[config.mk]
export PLATFORM = sky130hd
export DESIGN_NAME = rr_trace_writeback_ctrl
export DESIGN_NICKNAME = d
export VERILOG_FILES = /design/src/rtl/rr_writeback_pkg.sv /design/src/rtl/rr_trace_writeback_ctrl.sv
export SDC_FILE = /design/constraint.sdc
export NUM_CORES = 1
export LEC_CHECK = 0
export ABC_AREA = 1
export CORE_AREA = 10 10 544 546
export DETAILED_ROUTE_END_ITERATION = 8
export DIE_AREA = 0 0 554 556
export SYNTH_ARGS = -nofsm -noshare
export SYNTH_HDL_FRONTEND = slang
export SYNTH_SLANG_ARGS = --single-unit
[constraint.sdc]
create_clock -name clk -period 2.3 [get_ports clk]
set_clock_uncertainty 0.15 [all_clocks]
set_input_delay 0.46 -clock clk [delete_from_list [all_inputs] [get_ports clk]]
set_output_delay 0.46 -clock clk [all_outputs]
set_load 0.005 [all_outputs]
[src/rtl/rr_writeback_pkg.sv]
// Shared types and constants for the record-trace AXI writeback controller.
package rr_writeback_pkg;

  typedef enum logic [2:0] {
    ST_IDLE,
    ST_ARB,
    ST_AW,
    ST_W,
    ST_B,
    ST_DONE
  } wb_state_e;

  localparam logic [1:0] AXI_RESP_OKAY  = 2'b00;
  localparam logic [1:0] AXI_BURST_INCR = 2'b01;

  function automatic int unsigned bytes_per_beat(input int unsigned axi_width);
    return axi_width / 8;
  endfunction

endpackage

[src/rtl/rr_trace_writeback_ctrl.sv]
// Drains the merged record-trace FIFO into a linear DRAM log buffer over AXI4
// write bursts, one burst outstanding, with a short flush burst on finish.
module rr_trace_writeback_ctrl
  import rr_writeback_pkg::*;
#(
  parameter int unsigned AXI_WIDTH      = 512,
  parameter int unsigned AXI_ADDR_WIDTH = 64,
  parameter int unsigned OFFSET_WIDTH   = 32,
  parameter int unsigned BURST_BEATS    = 16,
  parameter int unsigned FIFO_CNT_WIDTH = 10
) (
  input  logic                        clk,
  input  logic                        sync_rst,
  input  logic                        cfg_start,
  input  logic [AXI_ADDR_WIDTH-1:0]   cfg_buf_base,
  input  logic [OFFSET_WIDTH-1:0]     cfg_buf_size,
  input  logic                        record_finish,
  input  logic [AXI_WIDTH-1:0]        record_out_fifo_dout,
  input  logic [OFFSET_WIDTH-1:0]     record_out_fifo_dout_size,
  input  logic                        record_out_fifo_empty,
  input  logic [FIFO_CNT_WIDTH-1:0]   record_out_fifo_cnt,
  output logic                        record_out_fifo_rd_en,
  output logic                        awvalid,
  input  logic                        awready,
  output logic [AXI_ADDR_WIDTH-1:0]   awaddr,
  output logic [7:0]                  awlen,
  output logic [2:0]                  awsize,
  output logic [1:0]                  awburst,
  output logic                        wvalid,
  input  logic                        wready,
  output logic [AXI_WIDTH-1:0]        wdata,
  output logic [AXI_WIDTH/8-1:0]      wstrb,
  output logic                        wlast,
  input  logic                        bvalid,
  output logic                        bready,
  input  logic [1:0]                  bresp,
  output logic                        busy,
  output logic                        done,
  output logic                        buf_full,
  output logic                        resp_err,
  output logic [OFFSET_WIDTH-1:0]     bytes_written,
  output logic [63:0]                 bits_logged
);

  localparam int unsigned BPB         = bytes_per_beat(AXI_WIDTH);
  localparam logic [2:0]  AXSIZE      = 3'($clog2(BPB));
  localparam logic [7:0]  BURST_LEN   = 8'(BURST_BEATS);

  wb_state_e                   state_q, state_d;
  logic [AXI_ADDR_WIDTH-1:0]   base_q, base_d;
  logic [OFFSET_WIDTH-1:0]     size_q, size_d;
  logic                        finish_seen_q, finish_seen_d;
  logic                        awvalid_q, awvalid_d;
  logic [AXI_ADDR_WIDTH-1:0]   awaddr_q, awaddr_d;
  logic [7:0]                  awlen_q, awlen_d;
  logic [7:0]                  len_q, len_d;
  logic [7:0]                  beat_cnt_q, beat_cnt_d;
  logic [OFFSET_WIDTH-1:0]     bytes_written_q, bytes_written_d;
  logic [63:0]                 bits_logged_q, bits_logged_d;
  logic                        done_q, done_d;
  logic                        buf_full_q, buf_full_d;
  logic                        resp_err_q, resp_err_d;

  logic                        burst_go;
  logic [7:0]                  burst_len;

  assign awvalid       = awvalid_q;
  assign awaddr        = awaddr_q;
  assign awlen         = awlen_q;
  assign awsize        = AXSIZE;
  assign awburst       = AXI_BURST_INCR;
  assign wdata         = record_out_fifo_dout;
  assign wstrb         = '1;
  assign done          = done_q;
  assign buf_full      = buf_full_q;
  assign resp_err      = resp_err_q;
  assign bytes_written = bytes_written_q;
  assign bits_logged   = bits_logged_q;

  // Next-state and handshake decode
  always_comb begin
    state_d         = state_q;
    base_d          = base_q;
    size_d          = size_q;
    finish_seen_d   = finish_seen_q;
    awvalid_d       = awvalid_q;
    awaddr_d        = awaddr_q;
    awlen_d         = awlen_q;
    len_d           = len_q;
    beat_cnt_d      = beat_cnt_q;
    bytes_written_d = bytes_written_q;
    bits_logged_d   = bits_logged_q;
    done_d          = done_q;
    buf_full_d      = buf_full_q;
    resp_err_d      = resp_err_q;
    burst_go        = 1'b0;
    burst_len       = BURST_LEN;

    wvalid                = (state_q == ST_W) && !record_out_fifo_empty;
    record_out_fifo_rd_en = wvalid && wready;
    wlast                 = (state_q == ST_W) && (beat_cnt_q == len_q - 8'd1);
    bready                = (state_q == ST_B);
    busy                  = (state_q != ST_IDLE) && (state_q != ST_DONE);

    if (state_q != ST_IDLE && record_finish) begin
      finish_seen_d = 1'b1;
    end

    case (state_q)
      ST_IDLE, ST_DONE: begin
        if (cfg_start) begin
          base_d          = cfg_buf_base;
          size_d          = cfg_buf_size;
          bytes_written_d = '0;
          bits_logged_d   = '0;
          done_d          = 1'b0;
          buf_full_d      = 1'b0;
          resp_err_d      = 1'b0;
          finish_seen_d   = 1'b0;
          state_d         = ST_ARB;
        end
      end
      ST_ARB: begin
        if (bytes_written_q == size_q && !record_out_fifo_empty) begin
          buf_full_d = 1'b1;
          done_d     = 1'b1;
          state_d    = ST_DONE;
        end else if (record_out_fifo_cnt >= FIFO_CNT_WIDTH'(BURST_BEATS)) begin
          burst_go  = 1'b1;
          burst_len = BURST_LEN;
        end else if (finish_seen_q && !record_out_fifo_empty) begin
          // Count is below a full burst here; a zero count on a non-empty FWFT head still moves one beat
          burst_go  = 1'b1;
          burst_len = (record_out_fifo_cnt == '0) ? 8'd1 : 8'(record_out_fifo_cnt);
        end else if (finish_seen_q) begin
          done_d  = 1'b1;
          state_d = ST_DONE;
        end
        if (burst_go) begin
          awaddr_d   = base_q + AXI_ADDR_WIDTH'(bytes_written_q);
          awlen_d    = burst_len - 8'd1;
          len_d      = burst_len;
          beat_cnt_d = '0;
          awvalid_d  = 1'b1;
          state_d    = ST_AW;
        end
      end
      ST_AW: begin
        if (awready) begin
          awvalid_d = 1'b0;
          state_d   = ST_W;
        end
      end
      ST_W: begin
        if (record_out_fifo_rd_en) begin
          bits_logged_d = bits_logged_q + 64'(record_out_fifo_dout_size);
          beat_cnt_d    = beat_cnt_q + 8'd1;
          if (wlast) begin
            beat_cnt_d = '0;
            state_d    = ST_B;
          end
        end
      end
      ST_B: begin
        if (bvalid) begin
          bytes_written_d = bytes_written_q + OFFSET_WIDTH'(len_q) * OFFSET_WIDTH'(BPB);
          resp_err_d      = resp_err_q | (bresp != AXI_RESP_OKAY);
          state_d         = ST_ARB;
        end
      end
      default: state_d = ST_IDLE;
    endcase
  end

  always_ff @(posedge clk) begin
    if (sync_rst) begin
      state_q         <= ST_IDLE;
      base_q          <= '0;
      size_q          <= '0;
      finish_seen_q   <= 1'b0;
      awvalid_q       <= 1'b0;
      awaddr_q        <= '0;
      awlen_q         <= '0;
      len_q           <= '0;
      beat_cnt_q      <= '0;
      bytes_written_q <= '0;
      bits_logged_q   <= '0;
      done_q          <= 1'b0;
      buf_full_q      <= 1'b0;
      resp_err_q      <= 1'b0;
    end else begin
      // A burst never outruns the FIFO since its length is bounded by the occupancy
      if (state_q == ST_W) assert (!record_out_fifo_empty);
      state_q         <= state_d;
      base_q          <= base_d;
      size_q          <= size_d;
      finish_seen_q   <= finish_seen_d;
      awvalid_q       <= awvalid_d;
      awaddr_q        <= awaddr_d;
      awlen_q         <= awlen_d;
      len_q           <= len_d;
      beat_cnt_q      <= beat_cnt_d;
      bytes_written_q <= bytes_written_d;
      bits_logged_q   <= bits_logged_d;
      done_q          <= done_d;
      buf_full_q      <= buf_full_d;
      resp_err_q      <= resp_err_d;
    end
  end

endmodule

==> flow_summary.json <==
{
  "outcome": "finished, violations left",
  "failed_checks": "negative setup slack",
  "num_rows": 196,
  "grt_first_pass_wirelength_mm": 293,
  "pin_count": 1418,
  "synth_area_um2": 22000,
  "cts_tree": "built",
  "max-slew-margin-rel_pct": 52.1,
  "synth_cell_type_count": 49,
  "overflow": 0,
  "cp_max_fo": 2,
  "yosys-top-cells-area": "dfxtp_1 26%, buf_4 20%, nand2_1 11%",
  "fmax_ghz": 0.323,
  "port_buffers": 318,
  "ys_async_sr_fraction_pct": 0,
  "clk_latency_ps": 640,
  "postSynthCellCount": 3355,
  "place_congestion": 0.932,
  "arrival_ps": 2480,
  "post_drt_wl_per_cell_um": 32.4,
  "tightest_slew_ps": 718,
  "grtUsageTotal_pct": 14.9,
  "required_ps": 1690,
  "cap_violations": 0,
  "syn2layout_area_growth_pct": 63.8,
  "criticalPathCategory": "flop to primary output",
  "yosysTopAreaCell": "dfxtp_1",
  "fin_crit_sh_pct": 134,
  "multi_input_area_um2": 14000,
  "vias": 23600,
  "startpoint_type": "flop",
  "drtIter0Drc": 1375,
  "cts_sinks": 282,
  "ctsLongestPathBuffers": 3,
  "drtPass1Iterations": 8,
  "rsz0062_at_grt": "yes",
  "ys_seq_area_share_pct": 25.6,
  "grt_start_max_net_pins": 50,
  "finalMaxSlewViolations": 0,
  "drt-vias-per-instance": 3.13,
  "layout.area.seq_um2": 5790,
  "initial_utilization_pct": 7.74,
  "place_area_um2": 30100,
  "grt_pass1_vias": 22900,
  "dp_hpwl_mm": 220,
  "synthFlopType": "dfxtp_1",
  "setup_viol": 82,
  "ant_nets": 0,
  "root_buffer": "clkbuf_16",
  "crit_path_end_kind": "primary output",
  "n_fill_cell": 32900,
  "nNetsFinal": 4468,
  "hold_viol": 0,
  "final_util_pct": 12.7,
  "finalWorstSetupSlack_ps": -792,
  "numCtsBuffers": 39,
  "cellPowerDensity_nw_per_um2": 798,
  "clkTransAtPathRegs_ps": 70,
  "fp.dieH_um": 556,
  "die-area_um2": 308000,
  "drc": 0,
  "synth_top_area_share_pct": 25.6,
  "cp_common_cell": "o21ai_1",
  "hold_class": "primary input to flop",
  "antenna_found_initial": 29,
  "final_layout_size_suffix_gt1_share_pct": 36.9,
  "whs_ps": 230,
  "yosysWarnings": 0,
  "htreeDepth": 2,
  "avgSynthCellArea_um2": 6.56,
  "synth-seq-cells": 282,
  "synth_enable_flop_cells": 0,
  "fin_area_um2": 36100,
  "finalCriticalPeriod_ps": 3090,
  "worstPathCellList": "inv_4 -> ha_4 -> xor2_1 -> o21ai_1 -> a21oi_1 -> o21ai_1 -> a21oi_1 -> o21ai_1 -> nor4_2 -> buf_4 -> buf_12",
  "max_stage_delay_ps": 370,
  "fp.coreArea_um2": 284000,
  "die_w_um": 554,
  "p_leak_nw": 14.0,
  "peakVddDrop_mv": 0.527,
  "crit_slowest_cell": "dfxtp_4",
  "drt-total-wl_mm": 244
}
[layout make-up]
type / instances / area share (%)
antenna: 7 / 0.0486
multi-input combinational: 2160 / 38.8
inverter: 323 / 3.45
timing repair buffer: 930 / 24.9
tap: 3762 / 13.1
sequential: 282 / 16.1
clock inverter: 20 / 0.777
clock buffer: 47 / 2.96
[cells by family after synthesis]
group	after synthesis	synth area share, %
compound gates	568	13.8
xor+xnor	74	2.94
fa+ha+maj	72	4.16
buf+inv	988	27.2
flops	282	25.6
other cells	2	0.0341
simple gates	1369	26.2
[registers in the layout, summed over array words and instances, names as in the netlist]
signal         flops
bits_logged       64
done               1
finish_seen_q      1
resp_err           1
awaddr            64
base_q            64
beat_cnt_q         8
state_q            3
buf_full           1
len_q              8
awlen              8
awvalid            1
bytes_written     26
size_q            32
[worst max-delay path: cells and delay by family, from the launching register on]
kind | cells | cell delay (ps)
compound gates | 5 | 510
flops | 1 | 370
buf+inv | 3 | 340
fa+ha+maj | 1 | 250
simple gates | 1 | 220
xor+xnor | 1 | 140
[routing by layer]
layer	track usage (%)	part of all wire [%]	vias to the layer above
met1	8.82	21	10600
met5	1.06	0.20	-
li1	-	-	10900
met4	4.15	3.4	10
met2	25.4	47	1661
met3	19.7	28	357
[power by group]
group | leakage [nW] | total (mW) | switching (mW) | internal (mW)
Clock | 0.637 | 6.71 | 2.81 | 3.89
Sequential | 2.35 | 7.36 | 1.19 | 6.17
Combinational | 11.1 | 14.7 | 8.01 | 6.68
Total | 14.0 | 28.8 | 12.0 | 16.7
[cells in the final DEF (no fill, tap or decap), drive strengths merged, types with 67 or more instances in the layout]
master,netlist,routed
conb,2,76
nor2,400,400
a21oi,255,255
dfxtp,282,282
clkdlybuf4s50,0,222
nand3,180,181
inv,322,326
o21ai,240,240
nand2,654,654
ha,70,70
buf,624,622
dlygate4sd2,0,67
[synthesized netlist by cell type, types with 2 or more instances]
master and instances:
a211oi_1 2, a21boi_0 14, a21o_1 4, a21oi_1 254, a31oi_1 11, buf_2 27
buf_4 595, buf_6 2, clkbuf_1 39, clkbuf_2 2, conb_1 2, dfxtp_1 282
fa_1 2, ha_1 70, inv_1 317, inv_2 5, nand2_1 649, nand2_2 4
nand3_1 175, nand3_2 5, nand3b_1 12, nand4_1 47, nor2_1 393, nor2_2 3
nor2_4 3, nor3_1 48, nor3_2 2, nor3b_1 2, nor4_1 9, o211ai_1 2
o21a_1 21, o21ai_0 231, o21ai_1 7, o21bai_1 17, or2_2 11, xnor2_1 41
xor2_1 33
[path summary, 6_finish.rpt]
| path | depth (start not counted) | endpoint | from | slack (ps) |
|---|---|---|---|---|
| max | 11 | wlast | len_q[0] | -790 |
| max reg2reg | 15 | bytes_written[10] | bytes_written[9] | -240 |
| min reg2reg | 2 | resp_err | resp_err | 300 |
| min | 5 | bits_logged[26] | record_out_fifo_dout_size[26] | 230 |
[per-stage QoR]
stage	instances	setup TNS (ps)	worst slack, ps	power, mW
floorplan	3429	0	8.04	12.4
detailed placement	7384	-182180	-1490	18.6
CTS	7499	-11990	-934	27.8
global route	7528	-18860	-967	30.4
finish	7531	-6730	-792	28.8
global placement	7384	-188570	-1540	18.6
[timing repair]
action                     CTS  global route
resized for setup          635           497
hold endpoints to repair     0             0
pin swaps                   81           149
gates cloned                14             5
setup buffers               39            28
setup endpoints to repair  269           223
hold buffers                 0             0
(Power assumes the default switching activity.)
